**config.mk**
```make
export PLATFORM = sky130hd
export DESIGN_NAME = inv_unit_flat
export DESIGN_NICKNAME = d
export VERILOG_FILES = /design/src/rtl/inv_pkg.sv /design/src/rtl/inv_unit_if.sv /design/src/rtl/inv_popcount.sv /design/src/rtl/inv_unit.sv /design/src/flat_wrapper.sv
export SDC_FILE = /design/constraint.sdc
export NUM_CORES = 1
export LEC_CHECK = 0
export CELL_PAD_IN_SITES_DETAIL_PLACEMENT = 1
export CELL_PAD_IN_SITES_GLOBAL_PLACEMENT = 1
export CORE_AREA = 2 2 39 41
export CTS_CLUSTER_DIAMETER = 50
export CTS_CLUSTER_SIZE = 16
export DETAILED_ROUTE_END_ITERATION = 10
export DIE_AREA = 0 0 41 43
export PLACE_DENSITY_LB_ADDON = 0.15
export RECOVER_POWER = 25
export SYNTH_ARGS = -nofsm -noshare
export SYNTH_HDL_FRONTEND = slang
export SYNTH_SLANG_ARGS = --single-unit
```
**constraint.sdc**
```tcl
create_clock -name clk -period 3 [get_ports clk]
set_clock_uncertainty 0.05 [all_clocks]
set_input_delay 0.75 -clock clk [delete_from_list [all_inputs] [get_ports clk]]
set_output_delay 0.75 -clock clk [all_outputs]
set_load 0.01 [all_outputs]
```
**src/rtl/inv_pkg.sv**
```systemverilog
// inv_pkg: shared constants and helpers for inv_unit.
package inv_pkg;
  localparam int INV_DEFAULT_WIDTH = 4;
  function automatic int inv_cnt_w(input int width);
    return $clog2(width + 1);
  endfunction
  function automatic int unsigned popcount(input logic [31:0] v);
    int unsigned n;
    n = 0;
    for (int i = 0; i < 32; i++) n += 32'(v[i]);
    return n;
  endfunction
endpackage

```
**src/rtl/inv_unit_if.sv**
```systemverilog
// inv_unit_if: data/result bundle for inv_unit; par exists only with INV_UNIT_PARITY_EN.
interface inv_unit_if
  import inv_pkg::*;
#(
  parameter int WIDTH = INV_DEFAULT_WIDTH,
  parameter int CNT_W = inv_cnt_w(WIDTH)
);
  logic [WIDTH-1:0] d;
  logic             en;
  logic [WIDTH-1:0] q;
  logic [WIDTH-1:0] q_reg;
  logic             q_chg;
  logic [CNT_W-1:0] ones;
`ifdef INV_UNIT_PARITY_EN
  logic             par;
  modport master (output d, en, input q, q_reg, q_chg, ones, par);
  modport slave  (input d, en, output q, q_reg, q_chg, ones, par);
`else
  modport master (output d, en, input q, q_reg, q_chg, ones);
  modport slave  (input d, en, output q, q_reg, q_chg, ones);
`endif
endinterface

```
**src/rtl/inv_popcount.sv**
```systemverilog
// inv_popcount: combinational count of set bits in vec.
module inv_popcount
  import inv_pkg::*;
#(
  parameter int WIDTH = INV_DEFAULT_WIDTH,
  parameter int CNT_W = inv_cnt_w(WIDTH)
) (
  input  logic [WIDTH-1:0] vec,
  output logic [CNT_W-1:0] count
);
  assign count = CNT_W'(popcount(32'(vec)));
endmodule

```
**src/rtl/inv_unit.sv**
```systemverilog
// inv_unit: bitwise inverter with registered copy, change pulse and ones-count.
// Define INV_UNIT_PARITY_EN to add the registered parity output par.
module inv_unit
  import inv_pkg::*;
#(
  parameter int WIDTH = INV_DEFAULT_WIDTH
) (
  input logic      clk,
  input logic      rst,
  inv_unit_if.slave bus
);
  localparam int CNT_W = inv_cnt_w(WIDTH);
  logic [WIDTH-1:0] q_inv;
  logic [WIDTH-1:0] q_reg_d, q_reg_q;
  logic             q_chg_d, q_chg_q;
  assign q_inv = ~bus.d;
  always_comb begin
    q_reg_d = bus.en ? q_inv : q_reg_q;
    q_chg_d = bus.en && (q_inv != q_reg_q);
  end
  always_ff @(posedge clk) begin
    if (rst) begin
      q_reg_q <= '0;
      q_chg_q <= 1'b0;
    end else begin
      q_reg_q <= q_reg_d;
      q_chg_q <= q_chg_d;
    end
  end
  inv_popcount #(.WIDTH(WIDTH), .CNT_W(CNT_W)) u_pop (
    .vec   (q_inv),
    .count (bus.ones)
  );
  assign bus.q     = q_inv;
  assign bus.q_reg = q_reg_q;
  assign bus.q_chg = q_chg_q;
`ifdef INV_UNIT_PARITY_EN
  logic par_d, par_q;
  always_comb par_d = bus.en ? ^q_inv : par_q;
  always_ff @(posedge clk) begin
    if (rst) par_q <= 1'b0;
    else     par_q <= par_d;
  end
  assign bus.par = par_q;
`endif
endmodule

```
**src/flat_wrapper.sv**
```systemverilog
// flat-port wrapper written by rule: the top's interface ports become plain ports
module inv_unit_flat import inv_pkg::*;
#(
  parameter int WIDTH = INV_DEFAULT_WIDTH
)
  (clk, rst, bus_d, bus_en, bus_q, bus_q_reg, bus_q_chg, bus_ones);
  inv_unit_if #(.WIDTH(WIDTH)) bus_i ();
  input logic clk;
  input logic rst;
  input wire logic [$bits(bus_i.d)-1:0] bus_d;
  input wire logic [$bits(bus_i.en)-1:0] bus_en;
  output wire logic [$bits(bus_i.q)-1:0] bus_q;
  output wire logic [$bits(bus_i.q_reg)-1:0] bus_q_reg;
  output wire logic [$bits(bus_i.q_chg)-1:0] bus_q_chg;
  output wire logic [$bits(bus_i.ones)-1:0] bus_ones;
  assign bus_i.d = bus_d;
  assign bus_i.en = bus_en;
  assign bus_q = bus_i.q;
  assign bus_q_reg = bus_i.q_reg;
  assign bus_q_chg = bus_i.q_chg;
  assign bus_ones = bus_i.ones;
  inv_unit #(.WIDTH(WIDTH)) u_core (.clk(clk), .rst(rst), .bus(bus_i));
endmodule
```
==> impl_results.html <==
<table>
<tr><th>Metric</th><th>Value</th></tr>
<tr><th colspan="2">Global routing</th></tr>
<tr><td>Vias in the first global route</td><td>311</td></tr>
<tr><td>Leftover overflow at the end of global routing</td><td>0</td></tr>
<tr><td>Antenna violations before repair</td><td>0</td></tr>
<tr><td>Maximum number of pins on one net before global-route repair</td><td>10</td></tr>
<tr><td>Gr usage total</td><td>9.930%</td></tr>
<tr><td>Wire length of the first global-routing pass</td><td>1124 um</td></tr>
<tr><th colspan="2">CTS</th></tr>
<tr><td>Number of post-CTS setup repair buffers</td><td>0</td></tr>
<tr><td>Clock slew seen by the registers of the worst setup and hold paths</td><td>0.04 ns</td></tr>
<tr><td>TritonCTS clock tree</td><td>done</td></tr>
<tr><td>Hold-fix buffers, CTS</td><td>0</td></tr>
<tr><td>CTS buffer count</td><td>3</td></tr>
<tr><td>Maximum level of the CTS H-tree</td><td>1</td></tr>
<tr><td>Clock root buffer master</td><td>sky130_fd_sc_hd__clkbuf_4</td></tr>
<tr><td>Total clock sinks</td><td>5</td></tr>
<tr><td>Worst-Skew Late Latency</td><td>0.24 ns</td></tr>
<tr><td>Longest Clk Path Bufs</td><td>2</td></tr>
<tr><td>Post-cts repair resize count</td><td>10</td></tr>
<tr><th colspan="2">Drt</th></tr>
<tr><td>Per-cell via count in the routed design</td><td>4.200</td></tr>
<tr><td>Antenna Nets Post-Route</td><td>0</td></tr>
<tr><td>Via count</td><td>294</td></tr>
<tr><td>Initial drt markers</td><td>2</td></tr>
<tr><td>Post-route DRC</td><td>0</td></tr>
<tr><td>Average wire length per cell after detail routing</td><td>10.54 um</td></tr>
<tr><td>Iteration count of the initial detailed-routing pass</td><td>2</td></tr>
<tr><td>Overall routed net length</td><td>738 um</td></tr>
<tr><th colspan="2">Final layout</th></tr>
<tr><td># diodes</td><td>0</td></tr>
<tr><td>Share of post-route cells with drive strength above 1</td><td>29.63%</td></tr>
<tr><td>Area used by multi-input combinational logic</td><td>187.7 sq um</td></tr>
<tr><td>Total Nets Final</td><td>65</td></tr>
<tr><td>Flip-flop count of the largest register after layout</td><td>4</td></tr>
<tr><td>Final non-filler cell area</td><td>558.0 sq um</td></tr>
<tr><td>Area growth syn-to-layout</td><td>80.57%</td></tr>
<tr><td>Highest-count cells in the layout ignoring fill and taps</td><td>sky130_fd_sc_hd__clkdlybuf4s50_1, sky130_fd_sc_hd__inv_1, sky130_fd_sc_hd__dfxtp_1</td></tr>
<tr><td>Register area</td><td>100.1 sq um</td></tr>
<tr><td>Number of standard cells in the final layout excluding fillers</td><td>70</td></tr>
<tr><td>Final-layout fill cell count</td><td>159</td></tr>
<tr><td>Most common cell after layout, fill and taps aside</td><td>sky130_fd_sc_hd__clkdlybuf4s50_1</td></tr>
<tr><th colspan="2">STA</th></tr>
<tr><td>Slew at the pin with the worst max-slew slack</td><td>0.4427 ns</td></tr>
<tr><td>Final slew viol count</td><td>0</td></tr>
<tr><td>F_max</td><td>339.8 MHz</td></tr>
<tr><td>RSZ-0062 raised after global routing</td><td>no</td></tr>
<tr><td>Setup-failing EPs final</td><td>0</td></tr>
<tr><td>Final Cycle Share</td><td>98.11%</td></tr>
<tr><td>Worst slew slack as a fraction of its limit</td><td>70.39%</td></tr>
<tr><td>Min Clock Period, post-route</td><td>2.943 ns</td></tr>
<tr><td>Final hold violations</td><td>0</td></tr>
<tr><th colspan="2">Yosys</th></tr>
<tr><td>Number of synthesized register bits</td><td>5</td></tr>
<tr><td>Number of warnings reported in the yosys synthesis log</td><td>0</td></tr>
<tr><td>Share of the yosys chip area belonging to registers</td><td>32.39%</td></tr>
<tr><td>Average footprint of a synthesized cell</td><td>10.66 sq um</td></tr>
<tr><td>Share of Yosys cell area claimed by the top area cell type</td><td>32.39%</td></tr>
<tr><td>Main combinational cell family by area after synthesis</td><td>compound AO/OA/AOI/OAI gates</td></tr>
<tr><td>Cell types with the largest area share after synthesis</td><td>sky130_fd_sc_hd__dfxtp_1, sky130_fd_sc_hd__a211oi_2, sky130_fd_sc_hd__xor2_1, sky130_fd_sc_hd__ha_1, sky130_fd_sc_hd__inv_1</td></tr>
<tr><td>Distinct cell type count of the synthesized netlist</td><td>10</td></tr>
<tr><td>Fraction of the mapped netlist area in compound gates</td><td>21.46%</td></tr>
<tr><td>Simple-gate area share of the yosys netlist</td><td>9.312%</td></tr>
<tr><td>Number of nets produced by synthesis</td><td>39</td></tr>
<tr><td>Synth area leader</td><td>sky130_fd_sc_hd__dfxtp_1</td></tr>
<tr><td>Synthesized-area fraction occupied by xor and xnor cells</td><td>11.34%</td></tr>
<tr><td>Area of the mapped netlist</td><td>309.0 sq um</td></tr>
<tr><td>Adder and majority cell fraction of the synthesized area</td><td>14.57%</td></tr>
<tr><td>Post-synthesis mux area share</td><td>0%</td></tr>
<tr><td>Post-Synthesis Cells</td><td>29</td></tr>
<tr><th colspan="2">Place</th></tr>
<tr><td>DPL Wire Length</td><td>622.3 um</td></tr>
<tr><td>Buffers on Ports</td><td>18</td></tr>
<tr><td>Routability Congestion</td><td>0.6856</td></tr>
<tr><td>Placement Cell Area</td><td>528.0 sq um</td></tr>
<tr><td>Total placed cells including tap cells</td><td>66</td></tr>
<tr><th colspan="2">Critical path</th></tr>
<tr><td>Crit path arrival time</td><td>2.14 ns</td></tr>
<tr><td>Critical path launch point type</td><td>primary input</td></tr>
<tr><td>Cell-by-cell trace of the critical path</td><td>dlygate4sd2_1 -&gt; fa_1 -&gt; inv_1 -&gt; ha_1 -&gt; ha_4 -&gt; buf_6</td></tr>
<tr><td>Total buffers and inverters traversed by the critical path</td><td>3</td></tr>
<tr><td>Critical path endpoint category</td><td>output port</td></tr>
<tr><td>Crit-path max FO</td><td>2</td></tr>
<tr><td>Worst setup path category</td><td>in -&gt; out</td></tr>
<tr><td>Cell with the largest stage delay on the worst path</td><td>sky130_fd_sc_hd__fa_1</td></tr>
<tr><td>Biggest cell delay along the critical path</td><td>0.54 ns</td></tr>
<tr><td>Largest delay contributor family on the critical path</td><td>adder cells</td></tr>
<tr><td>Worst endpoint required time</td><td>2.20 ns</td></tr>
<tr><th colspan="2">Die</th></tr>
<tr><td>Total die area</td><td>0.001763 sq mm</td></tr>
<tr><td>Overall die height</td><td>43 um</td></tr>
<tr><td>Placeable core area</td><td>0.001384 sq mm</td></tr>
<tr><td>Die W</td><td>41 um</td></tr>
<tr><td>Effective utilization at floorplan</td><td>22.33%</td></tr>
<tr><td>Number of top-level design ports</td><td>19</td></tr>
<tr><td>Site row count</td><td>14</td></tr>
<tr><th colspan="2">Flow run</th></tr>
<tr><td>Max capacitance violation total</td><td>0</td></tr>
<tr><th colspan="2">Pwr</th></tr>
<tr><td>Cell Pwr Density</td><td>402.6 mW/mm^2</td></tr>
<tr><td>Static power due to leakage</td><td>0.2560 nW</td></tr>
<tr><td>Largest voltage drop on the vdd net</td><td>0.0002143 V</td></tr>
<tr><th colspan="2">Run status</th></tr>
<tr><td>Result of the run</td><td>finished clean</td></tr>
<tr><th colspan="2">Hold path</th></tr>
<tr><td>Min-delay worst type</td><td>reg -&gt; reg</td></tr>
</table>
## metrics by stage
step / worst slack [ns] / hold slack (ns) / power [mW] / util, % / TNS, ns
after floorplan: 0.4247 / 0.4889 / 0.1076 / - / 0
after global placement: -0.5447 / 0.4674 / 0.1495 / 38.16 / -1.320
after detailed placement: -0.5694 / 0.4809 / 0.1520 / 38.16 / -1.368
after CTS: 0.02255 / 0.4866 / 0.2262 / 39.33 / 0
after global routing: 0.003543 / 0.5043 / 0.2412 / 40.33 / 0
final: 0.05676 / 0.4794 / 0.2247 / 40.33 / 0
## power by group
group          internal [mW]  leakage, nW  switching, mW  total (mW)
sequential            0.0714       0.0416        0.00354      0.0749
clock                 0.0502       0.0150         0.0268      0.0771
combinational         0.0406        0.199         0.0321      0.0727
total                  0.162        0.256         0.0624       0.225
## synthesized netlist by cell type
master                     number
sky130_fd_sc_hd__ha_1           2
sky130_fd_sc_hd__buf_6          1
sky130_fd_sc_hd__fa_1           1
sky130_fd_sc_hd__inv_1          6
sky130_fd_sc_hd__a41oi_2        1
sky130_fd_sc_hd__nor2_1         4
sky130_fd_sc_hd__xor2_1         4
sky130_fd_sc_hd__a211oi_2       4
sky130_fd_sc_hd__nand2b_4       1
sky130_fd_sc_hd__dfxtp_1        5
## cell type report
type / instances / area share, %
inverters: 6 / 4.036
clock buffers: 4 / 4.709
flip-flops and latches: 5 / 17.94
repair buffers: 22 / 36.10
multi-input cells: 17 / 33.63
well taps: 16 / 3.587
## worst reg2reg max path, cell delays in order (launching register included)
cell	delay, ns
sky130_fd_sc_hd__dfxtp_1	0.36
sky130_fd_sc_hd__xor2_1	0.18
sky130_fd_sc_hd__a41oi_2	0.13
## path summary, 6_finish.rpt
path | start | to | slack, ns | cells after the start
min | u_core.bus.q_reg[2] | u_core.bus.q_reg[2] | 0.48 | 2
max | bus_d[3] | bus_ones[1] | 0.06 | 6
max reg2reg | u_core.bus.q_reg[1] | u_core.bus.q_chg | 2.14 | 2
min reg2reg | u_core.bus.q_reg[2] | u_core.bus.q_reg[2] | 0.48 | 2
## logic make-up (layout without fill, tap and decap cells)
group	after synthesis	in the layout
buffers and inverters	7	32
DFF	5	5
adders and majority gates	3	3
xor gates and xnor gates	4	4
AOI/OAI and AO/OA	5	5
and+or+nand+nor	5	5
## layer usage
metal | global-route usage [%] | vias to the layer above | part of all wire, %
li1 | - | 144 | -
met1 | 8.654 | 134 | 38
met2 | 15.63 | 14 | 48
met3 | 2.094 | 2 | 12
met4 | 12.00 | 0 | 1.4
met5 | 0 | - | 0
Note: power is estimated with default switching activity, not from simulation.
